$ cat config.mk
export PLATFORM = sky130hd
export DESIGN_NAME = seg_display_scan
export DESIGN_NICKNAME = d
export VERILOG_FILES = /design/src/rtl/seg_display_scan.sv
export SDC_FILE = /design/constraint.sdc
export NUM_CORES = 1
export LEC_CHECK = 0
export CAP_MARGIN = 20
export CORE_UTILIZATION = 45
export CTS_CLUSTER_SIZE = 25
export DETAILED_ROUTE_END_ITERATION = 6
export PLACE_DENSITY = 0.69
export SETUP_SLACK_MARGIN = 0.1
export SLEW_MARGIN = 20
export SYNTH_ARGS = -nofsm -noshare
export SYNTH_HDL_FRONTEND = slang
export SYNTH_SLANG_ARGS = --single-unit
export TNS_END_PERCENT = 10
$ cat constraint.sdc
create_clock -name clk -period 2.6 [get_ports clk]
set_input_delay 0.78 -clock clk [delete_from_list [all_inputs] [get_ports clk]]
set_output_delay 0.78 -clock clk [all_outputs]
set_load 0.02 [all_outputs]
$ cat src/rtl/seg_display_scan.sv
// Time-multiplexed seven-segment scanner for the debug display. Values are
// staged on load and copied to the displayed shadow only at frame wrap.
module seg_display_scan #(
    parameter int DIGITS      = 8,
    parameter int REFRESH_DIV = 100000,
    parameter int ACTIVE_LOW  = 1
) (
    input  logic                  clk,
    input  logic                  rst,
    input  logic [4*DIGITS-1:0]   data,
    input  logic [DIGITS-1:0]     dp_in,
    input  logic [DIGITS-1:0]     blank_mask,
    input  logic                  load,
    output logic [DIGITS-1:0]     an,
    output logic [6:0]            seg,
    output logic                  dp,
    output logic                  pending,
    output logic                  frame_done
);

    localparam int   CW  = $clog2(REFRESH_DIV);
    localparam int   IW  = $clog2(DIGITS);
    localparam logic INV = (ACTIVE_LOW != 0);

    logic [CW-1:0]         cnt;
    logic [IW-1:0]         idx;
    logic [4*DIGITS-1:0]   stg_data, shd_data;
    logic [DIGITS-1:0]     stg_dp, shd_dp;
    logic [DIGITS-1:0]     stg_blank, shd_blank;

    logic                  tick, wrap;
    logic [3:0]            cur_nib;
    logic [6:0]            cur_seg;
    logic                  cur_dp;
    logic [DIGITS-1:0]     cur_an;

    function automatic logic [6:0] hex_to_seg(input logic [3:0] nib);
        case (nib)
            4'h0:    return 7'h3F;
            4'h1:    return 7'h06;
            4'h2:    return 7'h5B;
            4'h3:    return 7'h4F;
            4'h4:    return 7'h66;
            4'h5:    return 7'h6D;
            4'h6:    return 7'h7D;
            4'h7:    return 7'h07;
            4'h8:    return 7'h7F;
            4'h9:    return 7'h6F;
            4'hA:    return 7'h77;
            4'hB:    return 7'h7C;
            4'hC:    return 7'h39;
            4'hD:    return 7'h5E;
            4'hE:    return 7'h79;
            default: return 7'h71;
        endcase
    endfunction

    assign tick = (cnt == CW'(REFRESH_DIV - 1));
    assign wrap = tick && (idx == IW'(DIGITS - 1));

    // Active-high view of the digit currently selected by idx; blanking darkens segments and dp only.
    always_comb begin
        cur_nib = shd_data[{idx, 2'b00} +: 4];
        cur_an  = DIGITS'(1) << idx;
        cur_seg = hex_to_seg(cur_nib);
        cur_dp  = shd_dp[idx];
        if (shd_blank[idx]) begin
            cur_seg = 7'h00;
            cur_dp  = 1'b0;
        end
    end

    always_ff @(posedge clk) begin
        if (rst) begin
            cnt        <= '0;
            idx        <= '0;
            stg_data   <= '0;
            stg_dp     <= '0;
            stg_blank  <= '0;
            shd_data   <= '0;
            shd_dp     <= '0;
            shd_blank  <= '0;
            pending    <= 1'b0;
            frame_done <= 1'b0;
            an         <= {DIGITS{INV}};
            seg        <= {7{INV}};
            dp         <= INV;
        end else begin
            cnt <= tick ? '0 : cnt + 1'b1;
            if (tick) begin
                idx <= wrap ? '0 : idx + 1'b1;
            end

            // Shadow copies the pre-load staging; a coincident load re-arms pending below.
            if (wrap && pending) begin
                shd_data  <= stg_data;
                shd_dp    <= stg_dp;
                shd_blank <= stg_blank;
                pending   <= 1'b0;
            end
            if (load) begin
                stg_data  <= data;
                stg_dp    <= dp_in;
                stg_blank <= blank_mask;
                pending   <= 1'b1;
            end

            frame_done <= wrap;
            an         <= cur_an ^ {DIGITS{INV}};
            seg        <= cur_seg ^ {7{INV}};
            dp         <= cur_dp ^ INV;
        end
    end

endmodule

==> results of run 1 <==
## kinds of logic (layout without fill, tap and decap cells)
logic type / Yosys count / count (layout) / synth area share [%]
muxes: 66 / 66 / 14.37
DFF: 134 / 134 / 48.74
AOI/OAI and AO/OA: 69 / 69 / 8.457
adders and majority gates: 13 / 13 / 2.955
xor gates and xnor gates: 15 / 15 / 2.387
and+or+nand+nor: 235 / 235 / 19.07
buffers and inverters: 44 / 119 / 4.024
## synthesized netlist by cell type, types with 2 or more instances
| cell type | count |
|---|---|
| nand2b_1 | 3 |
| xnor2_1 | 7 |
| ha_1 | 13 |
| a21oi_1 | 34 |
| a211oi_1 | 2 |
| mux2_2 | 4 |
| nor4b_1 | 2 |
| mux4_2 | 10 |
| dfxtp_1 | 134 |
| a21oi_2 | 20 |
| o21ai_0 | 2 |
| buf_4 | 2 |
| buf_1 | 3 |
| nor2_1 | 80 |
| buf_2 | 7 |
| nor4_1 | 2 |
| and2_1 | 2 |
| nand3_1 | 9 |
| nand2_2 | 20 |
| clkbuf_1 | 21 |
| buf_12 | 2 |
| o221ai_1 | 3 |
| and3_1 | 4 |
| or2_2 | 2 |
| nand4_1 | 2 |
| xor2_1 | 8 |
| nand2_1 | 98 |
| mux2i_1 | 52 |
| inv_1 | 7 |
| nor3_1 | 4 |
## power groups by stage
stage	Clock, mW	Sequential, mW	Combinational (mW)
after floorplan	0	2.19	0.121
after global routing	2.51	2.15	0.258
after detailed placement	0	2.19	0.241
after global placement	0	2.19	0.235
after CTS	2.41	2.14	0.242
final	2.37	2.14	0.239
## worst paths after layout
path | from | endpoint | cells after the start
setup / recovery | idx[0]$_SDFFE_PP0P_ | seg[5]$_SDFF_PP1_ | 10
hold / removal | shd_dp[7]$_SDFFE_PP0P_ | shd_dp[7]$_SDFFE_PP0P_ | 2
setup reg to reg | idx[0]$_SDFFE_PP0P_ | seg[5]$_SDFF_PP1_ | 10
hold reg to reg | shd_dp[7]$_SDFFE_PP0P_ | shd_dp[7]$_SDFFE_PP0P_ | 2
## metal layers
metal	up-vias	track usage, %	share of wire, %
met5	-	0	0
met4	0	8.978	1.7
met3	17	5.022	4.3
met2	86	29.47	46
met1	1874	23.96	48
li1	2058	-	-
## cells in the final DEF, fill, tap and decap left out, types with 2 or more instances in the layout
cell type,synthesis,final
nand3_1,9,9
mux2i_1,52,51
clkdlybuf4s50_1,0,66
o221ai_1,3,3
or2_2,2,2
inv_1,7,7
clkbuf_16,0,17
nand2b_1,3,3
nor3_1,4,4
and3_1,4,4
nand4_1,2,2
bufinv_16,0,2
nor4_1,2,2
xnor2_1,7,7
ha_1,13,13
nand2_1,98,98
mux4_2,10,10
o21ai_0,2,2
dfxtp_1,134,134
a21oi_2,20,20
and2_1,2,2
clkbuf_8,0,5
buf_12,2,2
xor2_1,8,8
a21oi_1,34,34
nor2_1,80,80
nor4b_1,2,2
nand2_2,20,20
buf_4,2,10
a211oi_1,2,2
mux2_2,4,4
clkinv_2,0,6
## state kept, by name, summed over array words and instances (netlist names)
register and cells:
shd_data 32, an 8, stg_dp 8, stg_data 32, shd_dp 8, dp 1, seg 7, idx 3
frame_done 1, stg_blank 8, shd_blank 8, cnt 17, pending 1
## stage by stage
| step | hold WS [ps] | cells | utilization, % |
|---|---|---|---|
| detailed placement | 445.7 | 766 | 52.51 |
| global route | 466.1 | 798 | 57.49 |
| CTS | 453.4 | 798 | 57.49 |
| floorplan | 417.5 | 576 | - |
| global placement | 429.1 | 766 | 52.51 |
| finish | 450.3 | 798 | 57.49 |
## layout make-up
class / instances / area share [%]
well taps: 147 / 2.675
clock inverters: 9 / 1.419
clock buffers: 23 / 7.242
inverters: 8 / 0.4367
flip-flops and latches: 134 / 39.01
repair buffers: 79 / 11.35
multi-input cells: 398 / 37.86
## worst reg2reg max path: stages, from the launching register on
cell and delay (ps):
dfxtp_1 320, buf_4 210, mux4_2 540, nand2_1 70, and2_1 210, inv_1 150, ha_1 210, inv_1 110
nor2_1 90, a21oi_1 140, o221ai_1 140
==> qor.txt, run 1 <==
Status = finished, final reports clean
Worst skew pair latency = 420 ps
First-pass GRT wire length = 18640 um
Critical path's slowest cell = mux4_2
Crit-path most repeated cell = inv_1
Relative slew slack = 62.63%
Top-area cell type share of the netlist area = 48.74%
I/O pin count = 69
Total negative slack = 0 ps
H-tree levels = 4
Detailed Place HPWL = 7448 um
Net Sw Frac = 20.66%
Clk sinks = 134
Cell area after synthesis = 0.005504 mm2
FILL cells = 1028
Area leader, netlist = dfxtp_1
DRC Markers = 0
Top cells by area, synth = dfxtp_1 (49%), mux2i_1 (9.5%), nand2_1 (6.7%)
Post-CTS Setup Repair Bufs = 0
Power density cells = 691.0 mW/mm2
Max cap viols = 0
Worst hold path class = flop to flop
DR WL/cell = 13.90 um
CTS tree = done
Setup violators final = 0
Yosys cell types = 47
Vias/cell = 5.056
Antenna cells = 0
Synthesis Warnings = 0
P&R area growth vs syn = 24.94%
Num CTS Buffers = 17
Fraction of layout cells with a size suffix above 1 = 16.28%
Mean Syn Cell Area = 9.556 um2
Drt initial violations = 170
Placement Setup Slack = 335.1 ps
Synthesized netlist cell count = 576
Critical Path Fanout Max = 11
Gate power share = 5.0%
Vias in the first global route = 3886
CP Data Required Time = 2850 ps
Final antenna-violating net count = 0
Seq/Total Area, Yosys = 48.74%
Total congestion overflow = 0
Worst-path clk slew = 50 ps
Die Wd = 112.6 um
Fin. Hold Viols = 0
All-layer global routing usage = 18.76%
Placed inst area = 0.006281 mm2
VDD IR max = 0.0004461 V
RSZ-0062 raised after global routing = no
Synthesized net count = 640
Setup Crit Path Kind = flop to flop
Initial antenna violation count = 0
Multi-input gate area = 0.002604 mm2
Final Skew = 5.602 ps
Ys async rst share = 0%
Psw = 0.9818 mW
Clock Path Buffers = 2
Total Power = 4.752 mW
Design area = 0.006877 mm2
Period utilization = 90.09%
Critical Path End Type = flop
Max Fclk = 426.9 MHz
Clk network pwr share = 49.9%
Die ar. = 0.01268 mm2
RePlAce Congestion = 0.8974
CP Data Arrival Time = 2590 ps
Sequential share of power = 45.1%
Post-cts sizing count = 0
CP top delay family = multiplexers
I/O Buffers = 68
Core Area = 0.01196 mm2
Clk root buf = clkbuf_16
Slew @ Worst Pin = 555.4 ps
Post-synth top flop = dfxtp_1
Pin count of the biggest net entering global routing = 50
Internal power = 3.770 mW
Starting density of the core = 46.01%
Max-slew violations = 0
First-pass iteration count of the detailed router = 4
CP max stage delay = 530 ps
Fin worst setup slack = 257.6 ps
CP Launch Type = flop
Routed wire length = 11090 um
Fin crit period = 2342 ps
Cts hold-fix bufs = 0
CP Buf/Inv Count = 3
Sequential Area = 0.002683 mm2
Vias = 4035
Layout Nets = 702
Worst reg2reg setup slack = 260 ps
Cell Rows = 40
Die Height = 112.6 um
Cells along the critical path = buf_4 -> mux4_2 -> nand2_1 -> and2_1 -> inv_1 -> ha_1 -> inv_1 -> nor2_1 -> a21oi_1 -> o221ai_1
#FFs+latches synth = 134
P_leak = 2.628 nW
Number of flops mapped to enable cells by yosys = 0
Note: power is estimated with default switching activity, not from simulation.
==> inputs of run 2 (changes only) <==
--- a/config.mk
+++ b/config.mk
@@ -11,8 +11,8 @@
 export DETAILED_ROUTE_END_ITERATION = 6
 export PLACE_DENSITY = 0.69
 export SETUP_SLACK_MARGIN = 0.1
-export SLEW_MARGIN = 20
+export SLEW_MARGIN = 30
 export SYNTH_ARGS = -nofsm -noshare
 export SYNTH_HDL_FRONTEND = slang
 export SYNTH_SLANG_ARGS = --single-unit
-export TNS_END_PERCENT = 10
+export TNS_END_PERCENT = 30
==> results of run 2 <==
Same layout as run 1: the final DEF is identical, and so are final timing and power.
